`src/rtl/multdiv_pkg.sv`:
```
// multdiv_pkg
// Shared definitions for the iterative multiply/divide unit: FSM state type,
// word width, iteration count, the most negative word and a magnitude helper.
// No ports (package).
package multdiv_pkg;

   localparam int WORD_W     = 32;
   localparam int ITER_COUNT = 32;
   localparam int CNT_W      = $clog2(ITER_COUNT);

   // Most negative two's complement word; dividing it by -1 is the only
   // divide whose quotient does not fit in a word.
   localparam logic [WORD_W-1:0] INT_MIN = {1'b1, {(WORD_W-1){1'b0}}};

   typedef enum logic [1:0] {
      IDLE = 2'd0,
      MUL  = 2'd1,
      DIV  = 2'd2,
      DONE = 2'd3
   } state_t;

   // Unsigned magnitude of a two's complement word. INT_MIN maps to
   // 0x80000000, which is still correct when read as unsigned.
   function automatic logic [WORD_W-1:0] magnitude(input logic [WORD_W-1:0] value);
      return value[WORD_W-1] ? ({WORD_W{1'b0}} - value) : value;
   endfunction

endpackage

```
`src/rtl/multdiv_if.sv`:
```
// multdiv_if
// Bundle of operand, control and result signals between the execute stage
// (master) and the multiply/divide unit (slave).
//   data_operandA  [31:0] master->slave  multiplicand / dividend
//   data_operandB  [31:0] master->slave  multiplier / divisor
//   ctrl_MULT             master->slave  one-cycle multiply start
//   ctrl_DIV              master->slave  one-cycle divide start
//   data_result    [31:0] slave->master  product low word / quotient
//   data_exception        slave->master  overflow or divide-by-zero
//   data_resultRDY        slave->master  one-cycle result-valid pulse
//   busy                  slave->master  operation in flight
interface multdiv_if;
   import multdiv_pkg::*;

   logic [WORD_W-1:0] data_operandA;
   logic [WORD_W-1:0] data_operandB;
   logic              ctrl_MULT;
   logic              ctrl_DIV;
   logic [WORD_W-1:0] data_result;
   logic              data_exception;
   logic              data_resultRDY;
   logic              busy;

   modport master (
      output data_operandA, data_operandB, ctrl_MULT, ctrl_DIV,
      input  data_result, data_exception, data_resultRDY, busy
   );

   modport slave (
      input  data_operandA, data_operandB, ctrl_MULT, ctrl_DIV,
      output data_result, data_exception, data_resultRDY, busy
   );

endinterface

```
`src/rtl/multdiv_counter.sv`:
```
// multdiv_counter
// Iteration counter for the multiply/divide unit.
//   clock       master clock
//   reset       synchronous active-high clear
//   i_clear     synchronous clear (new operation starting)
//   i_enable    advance by one iteration
//   o_terminal  high while the count equals ITER_COUNT-1 (last iteration)
module multdiv_counter
   import multdiv_pkg::*;
(
   input  logic clock,
   input  logic reset,
   input  logic i_clear,
   input  logic i_enable,
   output logic o_terminal
);

   localparam logic [CNT_W-1:0] CNT_ONE  = {{(CNT_W-1){1'b0}}, 1'b1};
   localparam logic [CNT_W-1:0] CNT_LAST = CNT_W'(ITER_COUNT - 1);

   logic [CNT_W-1:0] r_count;

   // Clear has priority over enable so a start always begins at iteration 0.
   always_ff @(posedge clock) begin
      if (reset || i_clear) begin
         r_count <= '0;
      end else if (i_enable) begin
         r_count <= r_count + CNT_ONE;
      end
   end

   assign o_terminal = (r_count == CNT_LAST);

endmodule

```
`src/rtl/multdiv_unit.sv`:
```
// multdiv_unit
// Fixed-latency 32-bit signed multiply / divide unit. A start pulse latches
// the operands; 32 iterations later data_resultRDY pulses for one cycle with
// data_result and data_exception valid. A new start at any time aborts the
// operation in flight.
//   clock  master clock, rising edge
//   reset  synchronous active-high clear
//   bus    multdiv_if.slave (operands, ctrl_MULT/ctrl_DIV, result, flags)
// Build option: define MULTDIV_DIV_EN to compile in the restoring divider.
// Without it, a divide request completes on the next edge with result 0 and
// the exception flag set.
module multdiv_unit
   import multdiv_pkg::*;
(
   input  logic     clock,
   input  logic     reset,
   multdiv_if.slave bus
);

   state_t r_state;
   state_t w_nextState;

   logic w_start;
   logic w_clear;
   logic w_enable;
   logic w_terminal;

   logic [WORD_W-1:0]   r_result;
   logic                r_exception;
   logic                r_negate;

   logic [2*WORD_W-1:0] r_mcand;
   logic [WORD_W-1:0]   r_mplier;
   logic [2*WORD_W-1:0] r_acc;

   logic [WORD_W-1:0]   w_absA;
   logic [WORD_W-1:0]   w_absB;
   logic [2*WORD_W-1:0] w_addend;
   logic [2*WORD_W-1:0] w_accNext;
   logic [2*WORD_W-1:0] w_product;
   logic                w_mulOvf;

   assign w_start = bus.ctrl_MULT || bus.ctrl_DIV;
   assign w_absA  = magnitude(bus.data_operandA);
   assign w_absB  = magnitude(bus.data_operandB);

   multdiv_counter u_counter (
      .clock      (clock),
      .reset      (reset),
      .i_clear    (w_clear),
      .i_enable   (w_enable),
      .o_terminal (w_terminal)
   );

   // State register.
   always_ff @(posedge clock) begin
      if (reset) begin
         r_state <= IDLE;
      end else begin
         r_state <= w_nextState;
      end
   end

   // Next state and counter control. A start in any state restarts the
   // counter and wins over normal sequencing, which is how aborts happen.
   always_comb begin
      w_nextState = r_state;
      w_clear     = 1'b0;
      w_enable    = 1'b0;
      if (w_start) begin
         w_clear = 1'b1;
         if (bus.ctrl_MULT) begin
            w_nextState = MUL;
         end else begin
`ifdef MULTDIV_DIV_EN
            w_nextState = DIV;
`else
            w_nextState = DONE;
`endif
         end
      end else begin
         case (r_state)
            IDLE: w_nextState = IDLE;
            MUL, DIV: begin
               w_enable = 1'b1;
               if (w_terminal) begin
                  w_nextState = DONE;
               end
            end
            DONE:    w_nextState = IDLE;
            default: w_nextState = IDLE;
         endcase
      end
   end

   // Shift-add step. The final step is folded into the sign correction so
   // the result register is written on the same edge that enters DONE.
   assign w_addend  = r_mplier[0] ? r_mcand : {(2*WORD_W){1'b0}};
   assign w_accNext = r_acc + w_addend;
   assign w_product = r_negate ? ({(2*WORD_W){1'b0}} - w_accNext) : w_accNext;
   assign w_mulOvf  = (w_product[2*WORD_W-1:WORD_W] != {WORD_W{w_product[WORD_W-1]}});

`ifdef MULTDIV_DIV_EN
   logic [WORD_W-1:0] r_rem;
   logic [WORD_W-1:0] r_quot;
   logic [WORD_W-1:0] r_divisor;
   logic              r_divZero;

   logic [WORD_W:0]   w_remShift;
   logic [WORD_W:0]   w_diff;
   logic              w_fits;
   logic [WORD_W-1:0] w_remNext;
   logic [WORD_W-1:0] w_quotNext;
   logic [WORD_W-1:0] w_quotSigned;
   logic              w_divOvf;

   // Restoring step: shift the next dividend bit into the partial remainder
   // and keep the subtraction only when it does not go negative. r_quot holds
   // the unconsumed dividend bits at the top and quotient bits at the bottom.
   assign w_remShift   = {r_rem, r_quot[WORD_W-1]};
   assign w_diff       = w_remShift - {1'b0, r_divisor};
   assign w_fits       = ~w_diff[WORD_W];
   assign w_remNext    = w_fits ? w_diff[WORD_W-1:0] : w_remShift[WORD_W-1:0];
   assign w_quotNext   = {r_quot[WORD_W-2:0], w_fits};
   assign w_quotSigned = r_negate ? ({WORD_W{1'b0}} - w_quotNext) : w_quotNext;
   // A magnitude of 2^31 is only representable when the result is negative.
   assign w_divOvf     = (w_quotNext == INT_MIN) && !r_negate;
`endif

   // Datapath registers. Both datapaths are loaded on any start; the state
   // decides which one iterates. Outside a start or an active iteration the
   // result and flag simply hold.
   always_ff @(posedge clock) begin
      if (reset) begin
         r_result    <= '0;
         r_exception <= 1'b0;
         r_negate    <= 1'b0;
         r_mcand     <= '0;
         r_mplier    <= '0;
         r_acc       <= '0;
`ifdef MULTDIV_DIV_EN
         r_rem       <= '0;
         r_quot      <= '0;
         r_divisor   <= '0;
         r_divZero   <= 1'b0;
`endif
      end else if (w_start) begin
         r_negate <= bus.data_operandA[WORD_W-1] ^ bus.data_operandB[WORD_W-1];
         r_mcand  <= {{WORD_W{1'b0}}, w_absA};
         r_mplier <= w_absB;
         r_acc    <= '0;
`ifdef MULTDIV_DIV_EN
         r_rem     <= '0;
         r_quot    <= w_absA;
         r_divisor <= w_absB;
         r_divZero <= (bus.data_operandB == {WORD_W{1'b0}});
`else
         if (!bus.ctrl_MULT) begin
            r_result    <= '0;
            r_exception <= 1'b1;
         end
`endif
      end else begin
         case (r_state)
            MUL: begin
               r_acc    <= w_accNext;
               r_mcand  <= r_mcand << 1;
               r_mplier <= r_mplier >> 1;
               if (w_terminal) begin
                  r_result    <= w_product[WORD_W-1:0];
                  r_exception <= w_mulOvf;
               end
            end
`ifdef MULTDIV_DIV_EN
            DIV: begin
               r_rem  <= w_remNext;
               r_quot <= w_quotNext;
               if (w_terminal) begin
                  r_result    <= r_divZero ? {WORD_W{1'b0}} : w_quotSigned;
                  r_exception <= r_divZero | w_divOvf;
               end
            end
`endif
            default: ;
         endcase
      end
   end

   assign bus.data_result    = r_result;
   assign bus.data_exception = r_exception;
   assign bus.data_resultRDY = (r_state == DONE);
   assign bus.busy           = (r_state == MUL) || (r_state == DIV);

endmodule

```
`src/flat_wrapper.sv`:
```
// flat-port wrapper written by rule: the top's interface ports become plain ports
module multdiv_unit_flat import multdiv_pkg::*;
  (clock, reset, bus_data_operandA, bus_data_operandB, bus_ctrl_MULT, bus_ctrl_DIV, bus_data_result, bus_data_exception, bus_data_resultRDY, bus_busy);
  multdiv_if bus_i ();
  input  logic clock;
  input  logic reset;
  input wire logic [$bits(bus_i.data_operandA)-1:0] bus_data_operandA;
  input wire logic [$bits(bus_i.data_operandB)-1:0] bus_data_operandB;
  input wire logic [$bits(bus_i.ctrl_MULT)-1:0] bus_ctrl_MULT;
  input wire logic [$bits(bus_i.ctrl_DIV)-1:0] bus_ctrl_DIV;
  output wire logic [$bits(bus_i.data_result)-1:0] bus_data_result;
  output wire logic [$bits(bus_i.data_exception)-1:0] bus_data_exception;
  output wire logic [$bits(bus_i.data_resultRDY)-1:0] bus_data_resultRDY;
  output wire logic [$bits(bus_i.busy)-1:0] bus_busy;
  assign bus_i.data_operandA = bus_data_operandA;
  assign bus_i.data_operandB = bus_data_operandB;
  assign bus_i.ctrl_MULT = bus_ctrl_MULT;
  assign bus_i.ctrl_DIV = bus_ctrl_DIV;
  assign bus_data_result = bus_i.data_result;
  assign bus_data_exception = bus_i.data_exception;
  assign bus_data_resultRDY = bus_i.data_resultRDY;
  assign bus_busy = bus_i.busy;
  multdiv_unit u_core (.clock(clock), .reset(reset), .bus(bus_i));
endmodule
```
`config.mk`:
```
export PLATFORM = sky130hd
export DESIGN_NAME = multdiv_unit_flat
export DESIGN_NICKNAME = d
export VERILOG_FILES = /design/src/rtl/multdiv_pkg.sv /design/src/rtl/multdiv_if.sv /design/src/rtl/multdiv_counter.sv /design/src/rtl/multdiv_unit.sv /design/src/flat_wrapper.sv
export SDC_FILE = /design/constraint.sdc
export NUM_CORES = 1
export LEC_CHECK = 0
export CORE_ASPECT_RATIO = 1.4
export CORE_UTILIZATION = 65
export DETAILED_ROUTE_END_ITERATION = 8
export GPL_TIMING_DRIVEN = 1
export PLACE_DENSITY = 0.86
export SYNTH_ARGS = -nofsm -noshare
export SYNTH_HDL_FRONTEND = slang
export SYNTH_SLANG_ARGS = --single-unit
```
`constraint.sdc`:
```
create_clock -name clock -period 9.1 [get_ports clock]
set_input_delay 1.82 -clock clock [delete_from_list [all_inputs] [get_ports clock]]
set_output_delay 1.82 -clock clock [all_outputs]
set_load 0.005 [all_outputs]
```
* Yosys cells after proc, flatten, opt, wreduce, memory -nomap -nowiden
Cells that the tools add are included.
Word-level totals: register bits 201, bits of input ports 68, output and inout bits 35, logic and storage cells 55
Cells by class: $add $sub $neg 5, equal/unequal tests 7, muxes and demuxes 23, bitwise operators 1, reduce and logical (&&, ||, !) cells 10
Operators with widths (number):
- 32-bit 2-to-1 mux | 10
- 64-bit 2-to-1 mux | 2
- 64-bit adder | 1
- 1-bit by 32-bit subtractor with 32-bit output (first input constant) | 2
- 1-bit by 64-bit subtractor with 64-bit output (first input constant) | 1
- 32-bit inequality test | 1
- 1-bit 2-to-1 mux | 7
- 2-bit 2-to-1 mux | 3
- 2-bit OR reduction | 3
- 5-bit by 1-bit adder with 5-bit output (second input constant) | 1
- 5-bit == test (second input constant) | 1
- 2-bit == test (second input constant) | 2
- 2-bit case mux with 2 select lines | 1
- 2-bit nonzero test | 2
- 1-bit logical OR | 3
- 3-bit by 2-bit inequality test with 1-bit output (second input constant) | 1
- 3-bit AND reduction | 1
- 2-bit by 1-bit == test with 1-bit output (second input constant) | 1
- 2-bit zero test | 1
- 2-bit inequality test (second input constant) | 1
- 1-bit bitwise XOR | 1

* Logic depth before layout (Yosys ltp)
depth after elaboration 8, mapped depth 22, mapped depth without buffers 19

* By module
A second synthesis with hierarchy kept.
Second synthesis, totals: cells, all modules 2038, area total of the unflattened synthesis 16001.6 um^2
Modules (own cells, without submodules):
- multdiv_unit | times used 1, cells each 2015, area an instance 15741.3 um^2, sequential area each 3923.8 um^2
- multdiv_counter | times used 1, cells each 23, area an instance 260.2 um^2, sequential area each 100.1 um^2

* Worst setup path after synthesis
Ideal clock, no wire load.
kind flip-flop to flip-flop, start point reg u_core.r_mplier[0], end point reg u_core.r_exception (netlist: u_core.bus.data_exception), library setup time 0.132 ns, arrival time 5.473 ns, data required time 8.968 ns, path slack 3.496 ns, cell stages (with the launch flop) 23, buffers on the path 3, clock period less this slack 5.604 ns, cells stage by stage dfxtp_1 -> clkbuf_1 -> clkbuf_1 -> and2_1 -> ha_1 -> inv_1 -> fa_1 -> nand2b_1 -> o2bb2ai_2 -> or4_4 -> a21boi_4 -> o221ai_2 -> or4_1 -> buf_2 -> nor4_4 -> or4b_4 -> nor4_4 -> nand2_2 -> o31ai_2 -> xor2_1 -> mux2_1 -> nor4b_2 -> a31oi_1
On the way: word-level cells in the longest chain between the ends 8
RTL lines:
- start: declaration | RTL line multdiv_unit.sv:33 | logic [WORD_W-1:0] r_mplier;
- start signal: assignment | RTL line multdiv_unit.sv:150 | r_mplier <= w_absB;
- start signal: assignment | RTL line multdiv_unit.sv:168 | r_mplier <= r_mplier >> 1;
- 64-bit 2-to-1 mux * | RTL line multdiv_unit.sv:98 | assign w_addend = r_mplier[0] ? r_mcand : {(2*WORD_W){1'b0}};
- 64-bit adder * | RTL line multdiv_unit.sv:99 | assign w_accNext = r_acc + w_addend;
- 1-bit by 64-bit subtractor with 64-bit output | RTL line multdiv_unit.sv:100 | assign w_product = r_negate ? ({(2*WORD_W){1'b0}} - w_accNext) : w_accNext;
- 64-bit 2-to-1 mux * | RTL line multdiv_unit.sv:100
- 32-bit inequality test * | RTL line multdiv_unit.sv:101 | assign w_mulOvf = (w_product[2*WORD_W-1:WORD_W] != {WORD_W{w_product[WORD_W-1]}});
- 1-bit 2-to-1 mux * | RTL line multdiv_unit.sv:169 | if (w_terminal) begin
- 1-bit 2-to-1 mux * | RTL line multdiv_unit.sv:164 | case (r_state)
- 1-bit 2-to-1 mux * | RTL line multdiv_unit.sv:147 | end else if (w_start) begin
- end signal: assignment | RTL line multdiv_unit.sv:171 | r_exception <= w_mulOvf;
- end: declaration | RTL line multdiv_unit.sv:29 | logic r_exception;
Every way passes the cells marked *; elsewhere a longest branch is shown, timed or not. The select of a mux whose other input is x is not followed. A chain may end at the register's enable or synchronous reset.

* Final worst setup path
Same ends and word-level chain as after synthesis.

==> results.toml <==
[routing]
remaining_drc_errors = 0
vias = 16900
drt-initial-drc-count = 1481
ant_nets = 0
met3_length_um = 5270
drt-wirelength-per-cell_um = 23.8
dr.pass1.iters = 8
met1_length_um = 20000
via_per_inst = 6.92
routed_wl_um = 58100
highest_layer = "met5"
wl_met2_um = 27100

[worst_setup_path]
slowest_delay_ns = 0.96
crit_chain = "buf_4, and2_1, ha_1, a21oi_1, o21ai_0, a211o_1, o2111ai_1, and3b_1, o221ai_1, a211oi_1, or4b_1, nor2_1, a41oi_1, xnor2_1, a22oi_1, a21oi_1, a31oi_1"
critPathKind = "reg2reg"
crit_top_cell = "a21oi_1"
end_kind = "flop"
cp.arrival_ns = 7.49
worstReg2RegStart = "u_core.r_mplier[0]$_SDFFE_PP0P_"
crit_slowest_cell = "o2111ai_1"
reg2reg_slack_ns = 2.00
reg2reg_depth = 17
critPathMaxFanout = 41
required_ns = 9.49
r2r_end = "u_core.bus.data_exception$_SDFFE_PP0P_"
startpoint_type = "flop"

[sta]
maxSlewViolCount = 0
setup_tns_ns = 0
tightest_slew_ns = 1.20
relSlewSlack_pct = 20.0
fin_crit_sh_pct = 78.0
rsz0062_at_grt = "false"
max_freq_ghz = 0.141
setup_viol = 0
finalHoldViolCount = 0
worst_clock_skew_ns = 0.0258
whs_ns = 0.500
period_minus_slack_ns = 7.10

[global_routing]
track_usage_pct = 45.0
gr-total-overflow = 0
grt_pass1_vias = 16100
grt_pass1_wl_um = 89200
grt_max_degree = 102
antenna_found_initial = 5

[synth]
ys_types = 110
synth_seq_area_share_pct = 24.6
synth.largest_area_cell = "dfxtp_1"
synthFlopType = "dfxtp_1"
syn_area_per_cell_um2 = 7.78
synth_top_cell_area_share_pct = 24.6
syn_inst = 2105
synth_async_sr_flop_share_pct = 0
syn_area_um2 = 16400
yosys-top-cells-area = "dfxtp_1 (25%), mux2i_1 (8.6%), nor2_1 (7.0%)"
synth.net_count = 2244
yosysWarnings = 0
ys_ff_latch = 201
synth_edf_count = 0

[clock_network]
clkTransAtPathRegs_ns = 0.06
cts_buffers = 22
ctsRootBufferMaster = "clkbuf_16"
clk_latency_ns = 0.54
post_cts_resized = 0
cts_hold_buf = 0
post-cts-setup-buffer-count = 0
htree_levels = 1
cts.sinks = 201
clockBufferDepth = 3
cts_tree = "yes"

[layout]
area_growth_pct = 10.9
drive_gt1_share_pct = 5.88
seq_area_um2 = 4030
nets = 2252
multi_input_area_um2 = 11700
nFillCells = 1827

[floorplan]
start_util_pct = 66.4
rows = 68
pin_count = 103
dieWidth_um = 136
core_um2 = 24700
die_h_um = 190
dieArea_um2 = 25900

[flow_run]
cap_violations = 0

[placed_design]
post-dp-hpwl_um = 42100
place.gp.congestion = 1.07
io_buffers = 102

[power_and_ir_drop]
vdd_drop_max_v = 0.000193
power_leakage_uw = 0.00684
pwr_density_cell_nw_per_um2 = 131

[hold_path]
holdCritStartpoint = "u_core.r_acc[62]$_SDFFE_PP0P_"
hold_end = "u_core.r_acc[62]$_SDFFE_PP0P_"
min_path_type = "reg2reg"
whs_path_depth = 2

[outcome]
status = "finished clean"
==> worst max path at each step <==
stage	startpoint	to	slack [ns]	cells after the start
6_report	u_core.r_mplier[0]$_SDFFE_PP0P_	u_core.bus.data_exception$_SDFFE_PP0P_	2.00	17
4_1_cts	u_core.r_mplier[0]$_SDFFE_PP0P_	u_core.bus.data_exception$_SDFFE_PP0P_	2.41	20
3_5_place_dp	u_core.r_mplier[0]$_SDFFE_PP0P_	u_core.bus.data_exception$_SDFFE_PP0P_	2.41	20
2_1_floorplan	u_core.r_mplier[0]$_SDFFE_PP0P_	u_core.bus.data_exception$_SDFFE_PP0P_	3.50	22
3_3_place_gp	u_core.r_mplier[0]$_SDFFE_PP0P_	u_core.bus.data_exception$_SDFFE_PP0P_	2.55	20
5_1_grt	u_core.r_mplier[0]$_SDFFE_PP0P_	u_core.bus.data_exception$_SDFFE_PP0P_	1.77	17
==> cells in the final DEF (no fill, tap or decap), drive strengths merged, types with 11 or more instances in the layout <==
cell type / synthesis / final
o21a: 16 / 16
a211oi: 81 / 81
nor2: 310 / 310
nand2: 152 / 152
inv: 22 / 24
o41ai: 15 / 15
mux2i: 140 / 140
nand3: 33 / 33
and3: 16 / 16
ha: 70 / 70
dfxtp: 201 / 201
or4: 21 / 21
xor2: 33 / 33
or3: 33 / 33
nor3: 51 / 51
buf: 26 / 16
nor4: 17 / 17
and2: 73 / 73
nand4: 40 / 40
a21oi: 120 / 120
o21ai: 100 / 100
o211ai: 15 / 15
a21o: 33 / 33
a22oi: 34 / 34
o31ai: 38 / 38
nand2b: 11 / 11
or2: 17 / 17
clkdlybuf4s50: 0 / 101
a31oi: 14 / 14
clkbuf: 107 / 31
xnor2: 123 / 123
and4: 14 / 14
==> metal layers <==
layer,vias up,GRT usage (%)
met2,882,73.8
li1,7773,-
met1,7904,45.2
met3,351,15.7
met5,-,0
met4,4,38.5
==> where the power goes <==
group / total, µW / switching (µW) / leakage, µW / internal, µW
logic: 461 / 276 / 0.00483 / 185
clock network: 995 / 388 / 0.000382 / 608
registers: 931 / 22.3 / 0.00164 / 908
total: 2390 / 686 / 0.00684 / 1700
==> critical path, delay by kind of cell (launching register included) <==
family,cells,cell delay [ns]
compound gates,10,3.79
simple gates,4,1.31
flops,1,0.72
buf+inv,1,0.51
fa+ha+maj,1,0.34
xor+xnor,1,0.23
==> stage by stage <==
stage          util (%)  instance area (µm²)  total power [µW]  instances  worst slack (ns)
2_1_floorplan         -                16400              1260       2105              3.50
3_3_place_gp       70.4                17400              1380       2402              2.55
3_5_place_dp       70.4                17400              1390       2402              2.41
4_1_cts            73.6                18200              2370       2440              2.41
5_1_grt            73.6                18200              2450       2442              1.77
6_report           73.7                18200              2390       2445              2.00
==> cell type report <==
cell class,instances,area share (%)
Multi-Input combinational cell,1748,64.6
Sequential cell,201,22.1
Timing Repair Buffer,117,6.22
Clock buffer,31,3.55
Tap cell,315,2.17
Clock inverter,7,0.799
Inverter,23,0.475
Antenna cell,3,0.0413
==> cell families after synthesis <==
| kind of cell | synth area share (%) |
|---|---|
| simple gates | 25.0 |
| compound gates | 23.9 |
| flops | 24.6 |
| xor+xnor | 8.34 |
| buf+inv | 3.92 |
| mux | 8.76 |
| fa+ha+maj | 5.47 |
==> state kept, by name, summed over array words and instances, names as in the netlist <==
| signal | cells |
|---|---|
| u_core.bus.data_exception | 1 |
| u_core.bus.data_result | 32 |
| u_core.r_acc | 64 |
| u_core.r_mcand | 64 |
| u_core.r_mplier | 32 |
| u_core.r_negate | 1 |
| u_core.r_state | 2 |
| u_core.u_counter.r_count | 5 |
==> cell usage after synthesis (all sizes together), types with 7 or more instances <==
cell    instances
nand4          40
o41ai          15
nor2          310
o21ai         100
and3           16
inv            22
xnor2         123
xor2           33
a22oi          34
nand2b         11
a311oi          7
or2            17
buf            26
o31ai          38
a31oi          14
nor4           17
a21boi          7
clkbuf        107
o211ai         15
a41oi           7
a211oi         81
a21o           33
nor3           51
o211a           7
and4           14
and2           73
o21a           16
dfxtp         201
a21oi         120
ha             70
mux2i         140
nand2         152
or4            21
nand3          33
or3            33
a211o           7
Power figures use the tool's default switching activity.
